**src/rtl/mmu_sv32_walker.sv**
```systemverilog
// Sv32 page-table walker: resolves a TLB miss with up to two PTE reads and
// returns either a leaf PPN (write_entry pulse) or a page fault pulse.
module mmu_sv32_walker #(
    parameter int SATP_PPN_W = 22
) (
    input  logic                  clk,
    input  logic                  rst,
    input  logic [SATP_PPN_W-1:0] satp_ppn,
    input  logic [1:0]            privilege,
    input  logic                  mxr,
    input  logic                  sum,
    input  logic                  abort_request,
    input  logic                  tlb_request,
    input  logic [31:0]           tlb_virtual_address,
    input  logic                  tlb_execute,
    input  logic                  tlb_rnw,
    output logic                  tlb_write_entry,
    output logic                  tlb_is_fault,
    output logic [19:0]           tlb_upper_physical_address,
    output logic                  mem_request,
    output logic [31:0]           mem_addr,
    input  logic                  mem_ack,
    input  logic                  mem_data_valid,
    input  logic [31:0]           mem_data
);
    typedef enum logic [2:0] {
        IDLE,
        L1_REQ,
        L1_WAIT,
        L0_REQ,
        L0_WAIT,
        DONE,
        DRAIN
    } state_t;

    state_t      state_reg, state_next;
    logic [19:0] vpn_reg, vpn_next;
    logic        execute_reg, execute_next;
    logic        rnw_reg, rnw_next;
    logic [31:0] addr_reg, addr_next;
    logic [19:0] ppn_reg, ppn_next;
    logic        ok_reg, ok_next;

    logic        pte_v, pte_r, pte_w, pte_x, pte_u, pte_a, pte_d;
    logic        at_l1, pte_invalid, pte_leaf, misaligned;
    logic        access_ok, priv_ok, perm_ok;
    logic [19:0] leaf_ppn;

    assign pte_v = mem_data[0];
    assign pte_r = mem_data[1];
    assign pte_w = mem_data[2];
    assign pte_x = mem_data[3];
    assign pte_u = mem_data[4];
    assign pte_a = mem_data[6];
    assign pte_d = mem_data[7];

    assign at_l1       = (state_reg == L1_WAIT);
    assign pte_invalid = !pte_v || (!pte_r && pte_w);
    assign pte_leaf    = pte_r || pte_x;
    assign misaligned  = at_l1 && (mem_data[19:10] != 10'd0);

    // Operation type is latched; privilege, mxr and sum are used live.
    assign access_ok = execute_reg ? pte_x
                     : rnw_reg     ? (pte_r || (pte_x && mxr))
                     :               (pte_w && pte_d);
    assign priv_ok   = (privilege == 2'b00)             ? pte_u
                     : ((privilege == 2'b01) && pte_u)  ? (sum && !execute_reg)
                     :                                    1'b1;
    assign perm_ok   = access_ok && priv_ok && pte_a;

    // A superpage keeps the VA's second-level index as the low PPN bits.
    assign leaf_ppn = at_l1 ? {mem_data[29:20], vpn_reg[9:0]} : mem_data[29:10];

    always_comb begin
        state_next      = state_reg;
        vpn_next        = vpn_reg;
        execute_next    = execute_reg;
        rnw_next        = rnw_reg;
        addr_next       = addr_reg;
        ppn_next        = ppn_reg;
        ok_next         = ok_reg;
        mem_request     = 1'b0;
        tlb_write_entry = 1'b0;
        tlb_is_fault    = 1'b0;

        case (state_reg)
            IDLE: begin
                if (tlb_request && !abort_request) begin
                    state_next   = L1_REQ;
                    vpn_next     = tlb_virtual_address[31:12];
                    execute_next = tlb_execute;
                    rnw_next     = tlb_rnw;
                    addr_next    = {satp_ppn[19:0], tlb_virtual_address[31:22], 2'b00};
                end
            end
            L1_REQ, L0_REQ: begin
                if (abort_request) begin
                    state_next = IDLE;
                end else begin
                    mem_request = 1'b1;
                    if (mem_ack) begin
                        if (state_reg == L1_REQ) begin
                            state_next = L1_WAIT;
                        end else begin
                            state_next = L0_WAIT;
                        end
                    end
                end
            end
            L1_WAIT, L0_WAIT: begin
                if (mem_data_valid) begin
                    if (abort_request) begin
                        state_next = IDLE;
                    end else if (pte_invalid) begin
                        ok_next    = 1'b0;
                        state_next = DONE;
                    end else if (!pte_leaf) begin
                        if (at_l1) begin
                            addr_next  = {mem_data[29:10], vpn_reg[9:0], 2'b00};
                            state_next = L0_REQ;
                        end else begin
                            ok_next    = 1'b0;
                            state_next = DONE;
                        end
                    end else if (misaligned || !perm_ok) begin
                        ok_next    = 1'b0;
                        state_next = DONE;
                    end else begin
                        ok_next    = 1'b1;
                        ppn_next   = leaf_ppn;
                        state_next = DONE;
                    end
                end else if (abort_request) begin
                    state_next = DRAIN;
                end
            end
            DONE: begin
                tlb_write_entry = ok_reg;
                tlb_is_fault    = !ok_reg;
                state_next      = IDLE;
            end
            DRAIN: begin
                if (mem_data_valid) begin
                    state_next = IDLE;
                end
            end
            default: state_next = IDLE;
        endcase
    end

    always_ff @(posedge clk) begin
        if (rst) begin
            state_reg   <= IDLE;
            vpn_reg     <= '0;
            execute_reg <= 1'b0;
            rnw_reg     <= 1'b0;
            addr_reg    <= '0;
            ppn_reg     <= '0;
            ok_reg      <= 1'b0;
        end else begin
            state_reg   <= state_next;
            vpn_reg     <= vpn_next;
            execute_reg <= execute_next;
            rnw_reg     <= rnw_next;
            addr_reg    <= addr_next;
            ppn_reg     <= ppn_next;
            ok_reg      <= ok_next;
        end
    end

    assign mem_addr                   = addr_reg;
    assign tlb_upper_physical_address = ppn_reg;

    // Page offset, RSW/G bits and PTE/satp bits above the 32-bit physical space.
    logic unused_bits;
    generate
        if (SATP_PPN_W > 20) begin : g_satp_wide
            assign unused_bits = ^{satp_ppn[SATP_PPN_W-1:20], tlb_virtual_address[11:0],
                                   mem_data[31:30], mem_data[9:8], mem_data[5]};
        end else begin : g_satp_exact
            assign unused_bits = ^{tlb_virtual_address[11:0],
                                   mem_data[31:30], mem_data[9:8], mem_data[5]};
        end
    endgenerate

endmodule

```
**config.mk**
```make
export PLATFORM = sky130hd
export DESIGN_NAME = mmu_sv32_walker
export DESIGN_NICKNAME = d
export VERILOG_FILES = /design/src/rtl/mmu_sv32_walker.sv
export SDC_FILE = /design/constraint.sdc
export NUM_CORES = 1
export LEC_CHECK = 0
export CAP_MARGIN = 20
export CORE_AREA = 2 2 96 98
export DETAILED_ROUTE_END_ITERATION = 8
export DIE_AREA = 0 0 98 100
export HOLD_SLACK_MARGIN = 0.05
export PLACE_DENSITY_LB_ADDON = 0.25
export SYNTH_ARGS = -nofsm -noshare
export SYNTH_HDL_FRONTEND = slang
export SYNTH_SLANG_ARGS = --single-unit
```
**constraint.sdc**
```tcl
create_clock -name clk -period 1.9 [get_ports clk]
set_input_delay 0.38 -clock clk [delete_from_list [all_inputs] [get_ports clk]]
set_output_delay 0.38 -clock clk [all_outputs]
set_load 0.02 [all_outputs]
```
# Word level (Yosys, flattened, before mapping)
# Index checks and enable logic that the tools add are counted.
# word_totals
inputBits	98
out_inout_bits	55
regBits	68
# op_classes
mux	32
n_eq_ne	17
reduce_logical	30
bitwise_logic	3
# ops
operator	count
$mux W32	6
$pmux W32 S2	1
$mux W3	11
$ne A2 B2 Y1 const B	7
$mux W1	12
$pmux W3 S4	1
$mux W10	1
$reduce_bool A10 Y1	1
$eq A3 B3 Y1 const B	3
$logic_and A1 B1 Y1	9
$reduce_and A4 Y1	2
$reduce_and A7 Y1	1
$eq A3 B2 Y1 const B	2
$logic_not A1 Y1	6
$ne A3 B3 Y1 const B	2
$reduce_and A6 Y1	1
$logic_or A1 B1 Y1	4
$reduce_or A2 Y1	2
$eq A3 B1 Y1 const B	1
$logic_not A3 Y1	1
$ne A3 B1 Y1 const B	1
$not A1 Y1	3
$eq A2 B1 Y1 const B	1
$logic_not A2 Y1	1
2 further kinds	2

# Depth between registers and ports, before layout
# depth
depth_word	11
mapped_depth	8
depth_no_buf	5

# Worst setup path after synthesis
# Ideal clock, no wire load.
# synth_timing
path_type	input-to-reg
from	input port mem_data[12]
to	register ppn_reg[1] (netlist: tlb_upper_physical_address[1])
n_path_buf	1
path_slack_ns	-0.074
t_arrival_ns	1.886
stages	6
path_cell_list	or4_1 o41a_1 nor2_4 buf_6 a21oi_1 a311oi_2
# synth_via
elab_chain_cells	5
# synth_lines
element	line	text
start, declared	24	input logic [31:0] mem_data
$reduce_bool A10 Y1	60	assign misaligned = at_l1 && (mem_data[19:10] != 10'd0);
$logic_and A1 B1 Y1	60	
$logic_or A1 B1 Y1	125	end else if (misaligned || !perm_ok) begin
$not A1 Y1 (no line)	n/a	
$reduce_and A6 Y1 (no line)	n/a	
end signal, assigned	166	ppn_reg <= ppn_next;
end, declared	41	logic [19:0] ppn_reg, ppn_next;
# No other way between the ends.
# A chain may end at the register's enable or synchronous reset.

# Final worst setup path
# layout_timing
from	input port mem_data[15]
to	register ppn_reg[17] (netlist: tlb_upper_physical_address[17])
# Same word-level chain as after synthesis.

==> impl_metrics.env <==
export IMPL_vias_per_cell=5.23
export IMPL_async_flop_share_pct=0
export IMPL_drv_cap=0
export IMPL_wl_per_cell_um=16.4
export IMPL_hold_end="tlb_upper_physical_address[18]"
export IMPL_grt_pass1_vias=3271
export IMPL_drtAntennaViolNets=0
export IMPL_grt_overflow=0
export IMPL_hold_depth=2
export IMPL_clock_skew_ns=0.00489
export IMPL_die_y_um=100
export IMPL_ys_ff_latch=66
export IMPL_rows=35
export IMPL_p_clk_share_pct=17.7
export IMPL_gp_congestion=0.861
export IMPL_dp_final_hpwl_um=7040
export IMPL_start_util_pct=35.4
export IMPL_core_um2=8890
export IMPL_holdWs_ns=0.481
export IMPL_insertion_delay_ns=0.34
export IMPL_power_leakage_nw=2.06
export IMPL_cts_sinks=66
export IMPL_fin_crit_ns=1.88
export IMPL_yosysUniqueCellTypes=44
export IMPL_synth_top_area_share_pct=42.0
export IMPL_worstRegToRegCells=9
export IMPL_status="finished, final reports clean"
export IMPL_fp_dieW_um=98
export IMPL_rsz0062_at_grt="yes"
export IMPL_reg2reg_from="state_reg[2]"
export IMPL_maxSlewViolCount=0
export IMPL_critical_path_arrival_ns=2.15
export IMPL_antenna_found_initial=0
export IMPL_hold_viol_final=0
export IMPL_drt_iter0_markers=168
export IMPL_cp_start_kind="input port"
export IMPL_required_ns=2.17
export IMPL_worstSetupEndpointType="flop"
export IMPL_drc_errors=0
export IMPL_die_area_um2=9800
export IMPL_r2r_setup_slack_ns=0.05
export IMPL_fin_crit_sh_pct=98.8
export IMPL_synth_edf_count=0
export IMPL_seq_area_frac_synth_pct=42.0
export IMPL_synth_cells=337
export IMPL_yosysTopAreaCell="dfxtp_1"
export IMPL_yosysMostFrequentCell="dfxtp_1"
export IMPL_hp_start="tlb_upper_physical_address[18]"
export IMPL_switchingPower_mw=2.27
export IMPL_irDropWorstVdd_v=0.000695
export IMPL_area_growth_pct=69.5
export IMPL_finalSetupViolCount=0
export IMPL_netlist_top_cells_area="dfxtp_1 (42%), mux2i_1 (17%), a211oi_1 (7.4%), nor2_1 (6.3%), a311oi_2 (4.3%)"
export IMPL_cts_tree="yes"
export IMPL_grt_max_degree=67
export IMPL_clockBufferDepth=2
export IMPL_post_route_util_pct=59.9
export IMPL_portBuffers=131
export IMPL_crit_chain="buf_2 > or4_4 > o41a_1 > nor2_4 > buf_12 > buf_16 > nand3_2 > a21oi_1"
export IMPL_clkTransAtPathRegs_ns=0.07
export IMPL_path_class="in2reg"
export IMPL_p_int_mw=3.84
export IMPL_n_antenna_cell=0
export IMPL_p_sw_share_pct=37.2
export IMPL_max_stage_delay_ns=0.52
export IMPL_synth_cell_area_um2=3140
export IMPL_cts_root_buf="clkbuf_8"
export IMPL_cpMaxStageDelayCell="or4_4"
export IMPL_power_density_nw_per_um2=1150
export IMPL_seqPwrFrac_pct=31.2
export IMPL_cts_buffers=9
export IMPL_ys_flop_type="dfxtp_1"
export IMPL_via_count=3247
export IMPL_largest_register_ff_count=30
export IMPL_cts_hold_buf=0
export IMPL_drt_first_pass_iters=4
export IMPL_fmax_mhz=533
export IMPL_synth_warnings=0
export IMPL_synth_common_cells="dfxtp_1 (66), nor2_1 (53), mux2i_1 (52)"
export IMPL_fin_nets=603
export IMPL_r2r_end="tlb_upper_physical_address[3]"
export IMPL_combPwrFrac_pct=51.0
export IMPL_grtUsageTotal_pct=20.8
export IMPL_htree_levels=3
export IMPL_ios=153
export IMPL_cp_max_fo=7
export IMPL_grt_pass1_wl_um=16300
export IMPL_hold_path_class="reg2reg"
export IMPL_drive_gt1_share_pct=22.2
export IMPL_wl_um=10200
export IMPL_syn_area_per_cell_um2=9.33
-- worst max path at each step --
stage | start | to | slack (ns) | cells past startpoint
6_report | mem_data[15] | tlb_upper_physical_address[17] | 0.02 | 8
5_1_grt | state_reg[2] | tlb_upper_physical_address[3] | -0.01 | 9
4_1_cts | state_reg[1] | tlb_upper_physical_address[15] | 0.003 | 7
3_5_place_dp | mem_data[11] | tlb_upper_physical_address[14] | -0.72 | 7
3_3_place_gp | mem_data[12] | tlb_upper_physical_address[10] | -0.63 | 7
2_1_floorplan | mem_data[18] | tlb_upper_physical_address[1] | -0.03 | 6
-- worst max-delay path: cells and delay by family --
family                 cells  cell delay [ns]
buffers and inverters      3             0.38
AND/OR/NAND/NOR            3             0.79
AO/OA/AOI/OAI              2             0.59
-- power by group through the flow --
| stage | clock network (mW) | registers (mW) | logic [mW] |
|---|---|---|---|
| floorplan | 0 | 2.22 | 1.36 |
| global placement | 0 | 1.92 | 2.85 |
| detailed placement | 0 | 1.93 | 2.89 |
| CTS | 1.11 | 1.90 | 3.14 |
| global route | 1.17 | 1.96 | 3.34 |
| finish | 1.08 | 1.91 | 3.12 |
-- per-stage QoR --
step	cells	power [mW]	setup TNS, ns	setup slack, ns	instance area, µm²
finish	621	6.12	0	0.0232	5330
global route	621	6.46	-0.0252	-0.0118	5330
CTS	620	6.15	0	0.00268	5310
detailed placement	595	4.82	-19.72	-0.724	4890
global placement	595	4.77	-17.02	-0.626	4890
floorplan	338	3.57	-0.343	-0.0307	3160
-- cell type report --
| cell class | instances | area [µm²] |
|---|---|---|
| clock buffers | 12 | 155 |
| flip-flops and latches | 66 | 1320 |
| repair buffers | 186 | 1840 |
| inverters | 5 | 18.8 |
| fillers | 764 | 3560 |
| multi-input cells | 237 | 1820 |
| well taps | 111 | 139 |
| clock inverters | 4 | 26.3 |
-- cell families (layout without fill, tap and decap cells) --
group / after synthesis / after routing / share of synthesized area, %
other: 1 / 2 / 0.119
xor gates and xnor gates: 1 / 1 / 0.279
AOI/OAI and AO/OA: 91 / 92 / 21.9
and+or+nand+nor: 89 / 89 / 13.4
adders and majority gates: 1 / 1 / 0.318
DFF: 66 / 66 / 42.0
buffers and inverters: 36 / 207 / 5.45
muxes: 52 / 52 / 16.6
-- metal layers --
metal | vias up | global-route usage (%) | routed length, µm
met5 | - | 0 | 0
met4 | 0 | 8.12 | 203
met3 | 14 | 6.06 | 772
met2 | 117 | 35.1 | 4880
met1 | 1535 | 25.0 | 4340
li1 | 1581 | - | -
-- cell usage in the layout, fill, tap and decap left out, types with 3 or more instances in the layout --
cell               n
dfxtp_1           64
clkdlybuf4s50_1  119
a21oi_2            5
inv_1              5
buf_6              8
a211oi_1          31
buf_4             40
nor2_1            53
and3_1             3
a21oi_1           17
nand3_2            3
buf_12             7
and2_1             3
a311oi_2           9
nand3_1            8
dlygate4sd2_1      3
nor2b_1            3
nand2b_1           3
clkbuf_8          11
mux2i_1           52
buf_2              3
clkbuf_2           3
o21ai_1            7
-- repair_timing --
action                                  CTS  global route
gates resized for setup                  53            22
setup buffers                             6             4
gates cloned                              4             0
endpoints found under the hold margin     0             0
pin swaps                                22            15
endpoints found under the setup margin   24            49
(Power assumes the default switching activity.)
